<file path="src/rtl/bcd_seg_feed.sv">
// Binary-to-two-digit 7-segment feeder: sequential double-dabble, one bit per clock, with a one-deep pending buffer.
// Optional macro BLANK_LEAD_ZERO_EN blanks a zero tens digit (and the tens digit at reset).
module bcd_seg_feed #(
  parameter int W = 7
) (
  input  logic         clk_1khz,
  input  logic         rst,
  input  logic [W-1:0] value,
  input  logic         value_vld,
  output logic [6:0]   seg_code,
  output logic [6:0]   seg_code1,
  output logic         busy,
  output logic         ovf
);

  // value_vld is a single-cycle strobe; value is captured on the edge where it is high.
  // Strobes that arrive during SHIFT or DONE go to the pending buffer (latest wins).

  localparam logic [6:0] SEG_ZERO  = 7'b1111110;
  localparam logic [6:0] SEG_DASH  = 7'b0000001;
  localparam logic [6:0] SEG_BLANK = 7'b0000000;
`ifdef BLANK_LEAD_ZERO_EN
  localparam logic [6:0] SEG1_RST = SEG_BLANK;
`else
  localparam logic [6:0] SEG1_RST = SEG_ZERO;
`endif

  typedef enum logic [1:0] {IDLE, SHIFT, DONE} state_t;

  state_t       state_q, state_d;
  logic [W-1:0] bin_q, bin_d;
  logic [11:0]  bcd_q, bcd_d;
  logic [3:0]   cnt_q, cnt_d;
  logic         pend_q, pend_d;
  logic [W-1:0] pend_val_q, pend_val_d;
  logic [6:0]   seg_q, seg_d;
  logic [6:0]   seg1_q, seg1_d;
  logic         busy_q, busy_d;
  logic         ovf_q, ovf_d;

  logic [11:0]   bcd_adj;
  logic [W+11:0] shifted;

  function automatic logic [6:0] seg7(input logic [3:0] d);
    case (d)
      4'd0:    seg7 = 7'b1111110;
      4'd1:    seg7 = 7'b0110000;
      4'd2:    seg7 = 7'b1101101;
      4'd3:    seg7 = 7'b1111001;
      4'd4:    seg7 = 7'b0110011;
      4'd5:    seg7 = 7'b1011011;
      4'd6:    seg7 = 7'b1011111;
      4'd7:    seg7 = 7'b1110000;
      4'd8:    seg7 = 7'b1111111;
      4'd9:    seg7 = 7'b1111011;
      default: seg7 = SEG_DASH;
    endcase
  endfunction

  always_comb begin
    for (int i = 0; i < 3; i++) begin
      bcd_adj[i*4 +: 4] = (bcd_q[i*4 +: 4] >= 4'd5) ? bcd_q[i*4 +: 4] + 4'd3 : bcd_q[i*4 +: 4];
    end
    shifted = {bcd_adj, bin_q} << 1;
  end

  always_comb begin
    state_d    = state_q;
    bin_d      = bin_q;
    bcd_d      = bcd_q;
    cnt_d      = cnt_q;
    pend_d     = pend_q;
    pend_val_d = pend_val_q;
    seg_d      = seg_q;
    seg1_d     = seg1_q;
    busy_d     = busy_q;
    ovf_d      = ovf_q;
    case (state_q)
      IDLE: begin
        if (value_vld) begin
          bin_d   = value;
          bcd_d   = '0;
          cnt_d   = 4'(W);
          busy_d  = 1'b1;
          state_d = SHIFT;
        end
      end
      SHIFT: begin
        bcd_d = shifted[W+11:W];
        bin_d = shifted[W-1:0];
        cnt_d = cnt_q - 4'd1;
        if (cnt_q == 4'd1) state_d = DONE;
        if (value_vld) begin
          pend_d     = 1'b1;
          pend_val_d = value;
        end
      end
      DONE: begin
        if (bcd_q[11:8] != 4'd0) begin
          ovf_d  = 1'b1;
          seg_d  = SEG_DASH;
          seg1_d = SEG_DASH;
        end else begin
          ovf_d  = 1'b0;
          seg_d  = seg7(bcd_q[3:0]);
          seg1_d = seg7(bcd_q[7:4]);
`ifdef BLANK_LEAD_ZERO_EN
          if (bcd_q[7:4] == 4'd0) seg1_d = SEG_BLANK;
`endif
        end
        // A strobe on this very edge beats whatever is pending; either way the buffer is consumed.
        if (value_vld || pend_q) begin
          bin_d   = value_vld ? value : pend_val_q;
          bcd_d   = '0;
          cnt_d   = 4'(W);
          pend_d  = 1'b0;
          busy_d  = 1'b1;
          state_d = SHIFT;
        end else begin
          busy_d  = 1'b0;
          state_d = IDLE;
        end
      end
      default: begin
        state_d = IDLE;
        busy_d  = 1'b0;
      end
    endcase
  end

  always_ff @(posedge clk_1khz) begin
    if (rst) begin
      state_q    <= IDLE;
      bin_q      <= '0;
      bcd_q      <= '0;
      cnt_q      <= '0;
      pend_q     <= 1'b0;
      pend_val_q <= '0;
      seg_q      <= SEG_ZERO;
      seg1_q     <= SEG1_RST;
      busy_q     <= 1'b0;
      ovf_q      <= 1'b0;
    end else begin
      state_q    <= state_d;
      bin_q      <= bin_d;
      bcd_q      <= bcd_d;
      cnt_q      <= cnt_d;
      pend_q     <= pend_d;
      pend_val_q <= pend_val_d;
      seg_q      <= seg_d;
      seg1_q     <= seg1_d;
      busy_q     <= busy_d;
      ovf_q      <= ovf_d;
    end
  end

  assign seg_code  = seg_q;
  assign seg_code1 = seg1_q;
  assign busy      = busy_q;
  assign ovf       = ovf_q;

endmodule

</file>
<file path="config.mk">
export PLATFORM = sky130hd
export DESIGN_NAME = bcd_seg_feed
export DESIGN_NICKNAME = d
export VERILOG_FILES = /design/src/rtl/bcd_seg_feed.sv
export SDC_FILE = /design/constraint.sdc
export NUM_CORES = 1
export LEC_CHECK = 0
export CAP_MARGIN = 20
export CORE_UTILIZATION = 58
export CTS_CLUSTER_DIAMETER = 40
export DETAILED_ROUTE_END_ITERATION = 6
export PLACE_DENSITY_LB_ADDON = 0.05
export SYNTH_ARGS = -nofsm -noshare
export SYNTH_HDL_FRONTEND = slang
export SYNTH_SLANG_ARGS = --single-unit
</file>
<file path="constraint.sdc">
create_clock -name clk_1khz -period 3.2 [get_ports clk_1khz]
set_input_delay 0.64 -clock clk_1khz [delete_from_list [all_inputs] [get_ports clk_1khz]]
set_output_delay 0.64 -clock clk_1khz [all_outputs]
set_load 0.05 [all_outputs]
</file>
* After elaboration in Yosys (flattened, before gate mapping)
Memory sizes are Yosys's and may differ from the RTL's. A register that Yosys moved wholly into a read port is not among the register bits. Index checks and enable logic that the tools add are counted.
Word-level totals: register bits 49, bits in latches 0, bits in writable memories 0, memory bits (read-only) 224, output and inout bits 16, memories kept 2
Memory list:
- (name not given) | depth 16, bits a word 7, rd ports 1, clocked after memory_dff 1, write ports 0, line 45 | case (d)
- (name not given) | depth 16, bits a word 7, rd ports 1, clocked after memory_dff 1, write ports 0, line 45
Cells by class: add/sub/neg operators 4, multiply operators 0, divide/modulo/power cells 0, order comparisons 3, equality and inequality tests 7, shift operators 0, muxes and demuxes 29, bitwise logic cells 1, reduce and logical (&&, ||, !) cells 9
Operators with widths (number):
- 12-bit one-hot mux with 3 select lines | 1
- 7-bit two-way mux | 5
- 4-bit two-way mux | 8
- 12-bit two-way mux | 2
- 7-bit one-hot mux with 3 select lines | 1
- 4-bit by 3-bit greater-or-equal comparator with 1-bit output (second input constant) | 3
- 4-bit one-hot mux with 3 select lines | 1
- 4-bit by 2-bit adder with 4-bit output (second input constant) | 2
- 2-bit inequality test (second input constant) | 4
- 2-bit one-hot mux with 3 select lines | 1
- 3-bit AND reduction | 2
- 1-bit two-way mux | 5
- 4-bit by 1-bit == test with 1-bit output (second input constant) | 1
- 2-bit two-way mux | 2
- 2-bit AND reduction | 2
- 4-bit nonzero test | 1
- 4-bit by 1-bit subtractor with 4-bit output (second input constant) | 1
- 3-bit by 2-bit adder with 3-bit output (second input constant) | 1
- 3-bit two-way mux | 1
- 1-bit one-hot mux with 3 select lines | 1
- 3-bit nonzero test | 1
- 2-bit by 1-bit == test with 1-bit output (second input constant) | 1
- 2-bit == test (second input constant) | 1
- 2-bit zero test | 1
- 4 further kinds | 4

* Depth between registers and ports, before layout
word-level depth 5, depth in mapped cells 13

* Worst setup path before layout
Ideal clock, no wire load.
path type register to register, start register state_q[0], end register (tool-made name), setup time 92 ps, data arrival time 2298 ps, required time 3108 ps, slack 810 ps, cell stages (with the launch flop) 14, buffers on the path 1, clock period less this slack 2390 ps, path through dfxtp_1 inv_1 ha_1 nor2_2 a21oi_4 buf_2 nor2_1 nand2_1 a21oi_1 ha_1 inv_1 a21oi_1 o32ai_1 o32ai_1
RTL lines:
- start, declared | line 30 | state_t state_q, state_d;
- start signal, assigned | line 144 | state_q <= state_d;

==> results by group <==
Run status
  • Status: finished clean

Synthesis
  • Main combinational cell family by area after synthesis: compound AO/OA/AOI/OAI gates
  • Synth Warn #: 0
  • Synth Instances: 397
  • Syn_nets: 433
  • Synth Area in Simple Gates: 17.79%
  • Register area share after synthesis: 36.68%
  • Post-synthesis mux area share: 4.148%
  • Async S/R FF share, synth: 0%
  • Synth Area in Adders: 9.461%
  • Number of synthesized flops with an enable pin: 0
  • Commonest cells post-synth: dfxtp_1 (63), nor2_1 (41), nand2_1 (32), a21oi_1 (28), ha_1 (26)
  • Synth Area per Inst: 8.661 um^2
  • Xor/xnor share of the synthesized area: 0.7642%
  • Share of the synthesized area in the top cell type: 36.68%
  • Post-synth cell types: 61
  • Dominant synthesized flop cell: dfxtp_1
  • Register bit total from synthesis: 63
  • Area fraction in compound gates after synthesis: 25.44%
  • Yosys top cell by area: dfxtp_1
  • Synth Cell Area: 3438 um^2
  • Largest cells by area after synthesis: dfxtp_1 (37%), ha_1 (9.5%), nor2_1 (4.5%)
  • Most common cell in the netlist: dfxtp_1

Drt
  • DRC violations left: 0
  • Antenna viol nets, final: 0
  • DR vias/cell: 5.917
  • Wire length per cell after detailed routing: 15.33 um
  • Drt total wl: 7606 um
  • Number of detailed-route iterations in the first pass: 4
  • DR vias: 2935
  • DRC marker count from the first detailed-route iteration: 162

Clock network
  • Post-CTS setup buffer count: 0
  • Num CTS Buffers: 9
  • Post-CTS sizing: 0
  • CTS sink cnt: 63
  • Hold_buf cts: 0
  • CTS tree: built
  • Clock Root Buffer: clkbuf_8
  • Clock slew at reported path FFs: 0.08 ns
  • Later-pin clock latency in the skew report: 0.36 ns
  • H-tree Lvls: 3
  • Clk buf depth: 2

Finish
  • Share of post-route cells with drive strength above 1: 11.32%
  • N_diodes: 0
  • Layout Nets: 455
  • Layout fillers: 475
  • Area occupied by multi-input gates: 1981 um^2
  • Syn-to-layout area delta: 14.56%
  • Final std cells w/o fill: 496
  • Register Area: 1261 um^2

Setup path
  • CP max stage cell: dfxtp_1
  • Critical Path Sink Type: flip-flop
  • Crit-path most repeated cell: inv_1
  • Critical Path RT: 3.44 ns
  • Crit-path cells: inv_1 > ha_1 > or2_1 > o21ai_2 > o211ai_1 > nand2_1 > inv_1 > ha_1 > inv_1 > a21oi_1 > o32ai_1 > o32ai_1
  • Critical path type: flip-flop to flip-flop
  • Critical Path Source Type: flip-flop
  • Worst-path fanout max: 7
  • Biggest cell delay along the critical path: 0.40 ns
  • Crit path DAT: 2.92 ns

Global routing
  • Met3 GRT Util: 5.287%
  • Grt met2 use: 42.76%
  • First-pass GRT wire length: 12660 um
  • Largest net degree at the start of global routing: 44
  • Global route hottest layer: met2
  • Antenna violations before repair: 0
  • GR Overflow Total: 0
  • Number of global-route vias before repair: 2697
  • Overall routing resource usage: 26.48%
  • M1 GR Usage: 34.03%

STA
  • Fmax: 372.6 MHz
  • Fin. Hold Viols: 0
  • Setup TNS: 0 ns
  • Final worst path period share: 83.86%
  • Unrepaired setup endpoints after global routing: false
  • Clock skew: 0.007568 ns
  • Pins Over Slew Limit: 0
  • Max-slew headroom: 64.68%
  • Final setup viols: 0
  • Min cycle time layout: 2.684 ns
  • Slew @ Worst Pin: 0.5293 ns

Power
  • P_leak: 1.515 nW
  • Pwr per Cell Area: 703.2 nW/um^2
  • Psw: 1.105 mW
  • Clock network power share: 25.4%
  • Reg power frac: 36.0%
  • Internal power: 1.665 mW
  • Logic gate share of total power: 38.6%
  • Max VDD drop: 0.4720 mV
  • Switching share of power: 39.89%

Die
  • Initial core utilization: 61.31%
  • IO Count: 26
  • Die Ht: 79.00 um
  • DIE AREA: 6240 um^2
  • Row count: 27
  • DIE WIDTH: 79.00 um
  • Core Footprint: 5608 um^2

Hold path
  • Worst min path class: flip-flop to flip-flop

Place
  • GPL Wtd Cong: 0.8916
  • Post-DP HPWL: 5275 um
  • Inst Count DP: 480
  • PortBufs: 25

Run
  • Maxcap violations: 0
worst max-delay path, delay by kind of cell, from the launching register on:
family	cells	cell delay, ns
and+or+nand+nor	2	0.42
AOI/OAI and AO/OA	5	1.00
DFF	1	0.40
adders and majority gates	2	0.47
buffers and inverters	3	0.28
kinds of logic after synthesis:
group	count (synthesis)
XOR/XNOR	3
buffers and inverters	48
adder cells (fa/ha/maj)	26
AND/OR/NAND/NOR	129
multiplexers	13
AO/OA/AOI/OAI	115
flip-flops	63
metrics by stage:
stage	hold slack [ns]	cell area [um^2]	setup slack (ns)	power (mW)	utilization, %
final	0.4408	3939	0.5164	2.770	70.24
after global routing	0.4706	3939	0.2894	2.939	70.24
after CTS	0.4445	3939	0.5397	2.784	70.24
after detailed placement	0.4340	3742	0.2313	2.085	66.73
after global placement	0.4217	3742	0.3522	2.058	66.73
after floorplan	0.4161	3438	0.8098	1.796	-
cell usage in the layout (no fill, tap or decap), types with 10 or more instances in the layout:
cell / netlist / layout
dfxtp_1: 63 / 63
buf_4: 2 / 10
ha_1: 26 / 26
nand3_1: 11 / 11
a221o_1: 12 / 12
o21ai_0: 11 / 11
nor2_1: 41 / 41
nand2_1: 32 / 32
clkdlybuf4s50_1: 0 / 24
inv_1: 23 / 23
a21oi_1: 28 / 28
nor3_1: 15 / 15
power groups by stage:
| stage | logic (mW) | registers (mW) | clock network (mW) |
|---|---|---|---|
| floorplan | 0.622 | 1.17 | 0 |
| global placement | 1.05 | 1.01 | 0 |
| detailed placement | 1.07 | 1.01 | 0 |
| CTS | 1.07 | 0.997 | 0.714 |
| global route | 1.18 | 1.01 | 0.748 |
| finish | 1.07 | 0.997 | 0.704 |
worst paths after layout:
path	from	to	slack, ns	depth (start not counted)
setup reg to reg	state_q[0]	flip-flop	0.52	12
hold / removal	flip-flop	seg_code[0]	0.44	2
setup / recovery	state_q[0]	flip-flop	0.52	12
hold reg to reg	flip-flop	seg_code[0]	0.44	2
layer usage:
metal	wire [um]	part of all wire, %	up-vias
li1	-	-	1477
met1	3642	48	1384
met2	3563	47	63
met3	300	3.9	11
met4	98	1.3	0
met5	0	0	-
layout make-up:
type                            count  share of cell area, %
Clock buffer                        9                  3.145
Timing Repair Buffer               35                  8.132
Multi-Input combinational cell    286                  50.29
Sequential cell                    63                  32.02
Clock inverter                      7                  1.842
Tap cell                           72                  2.287
Inverter                           24                  2.287
Power figures use the tool's default switching activity.
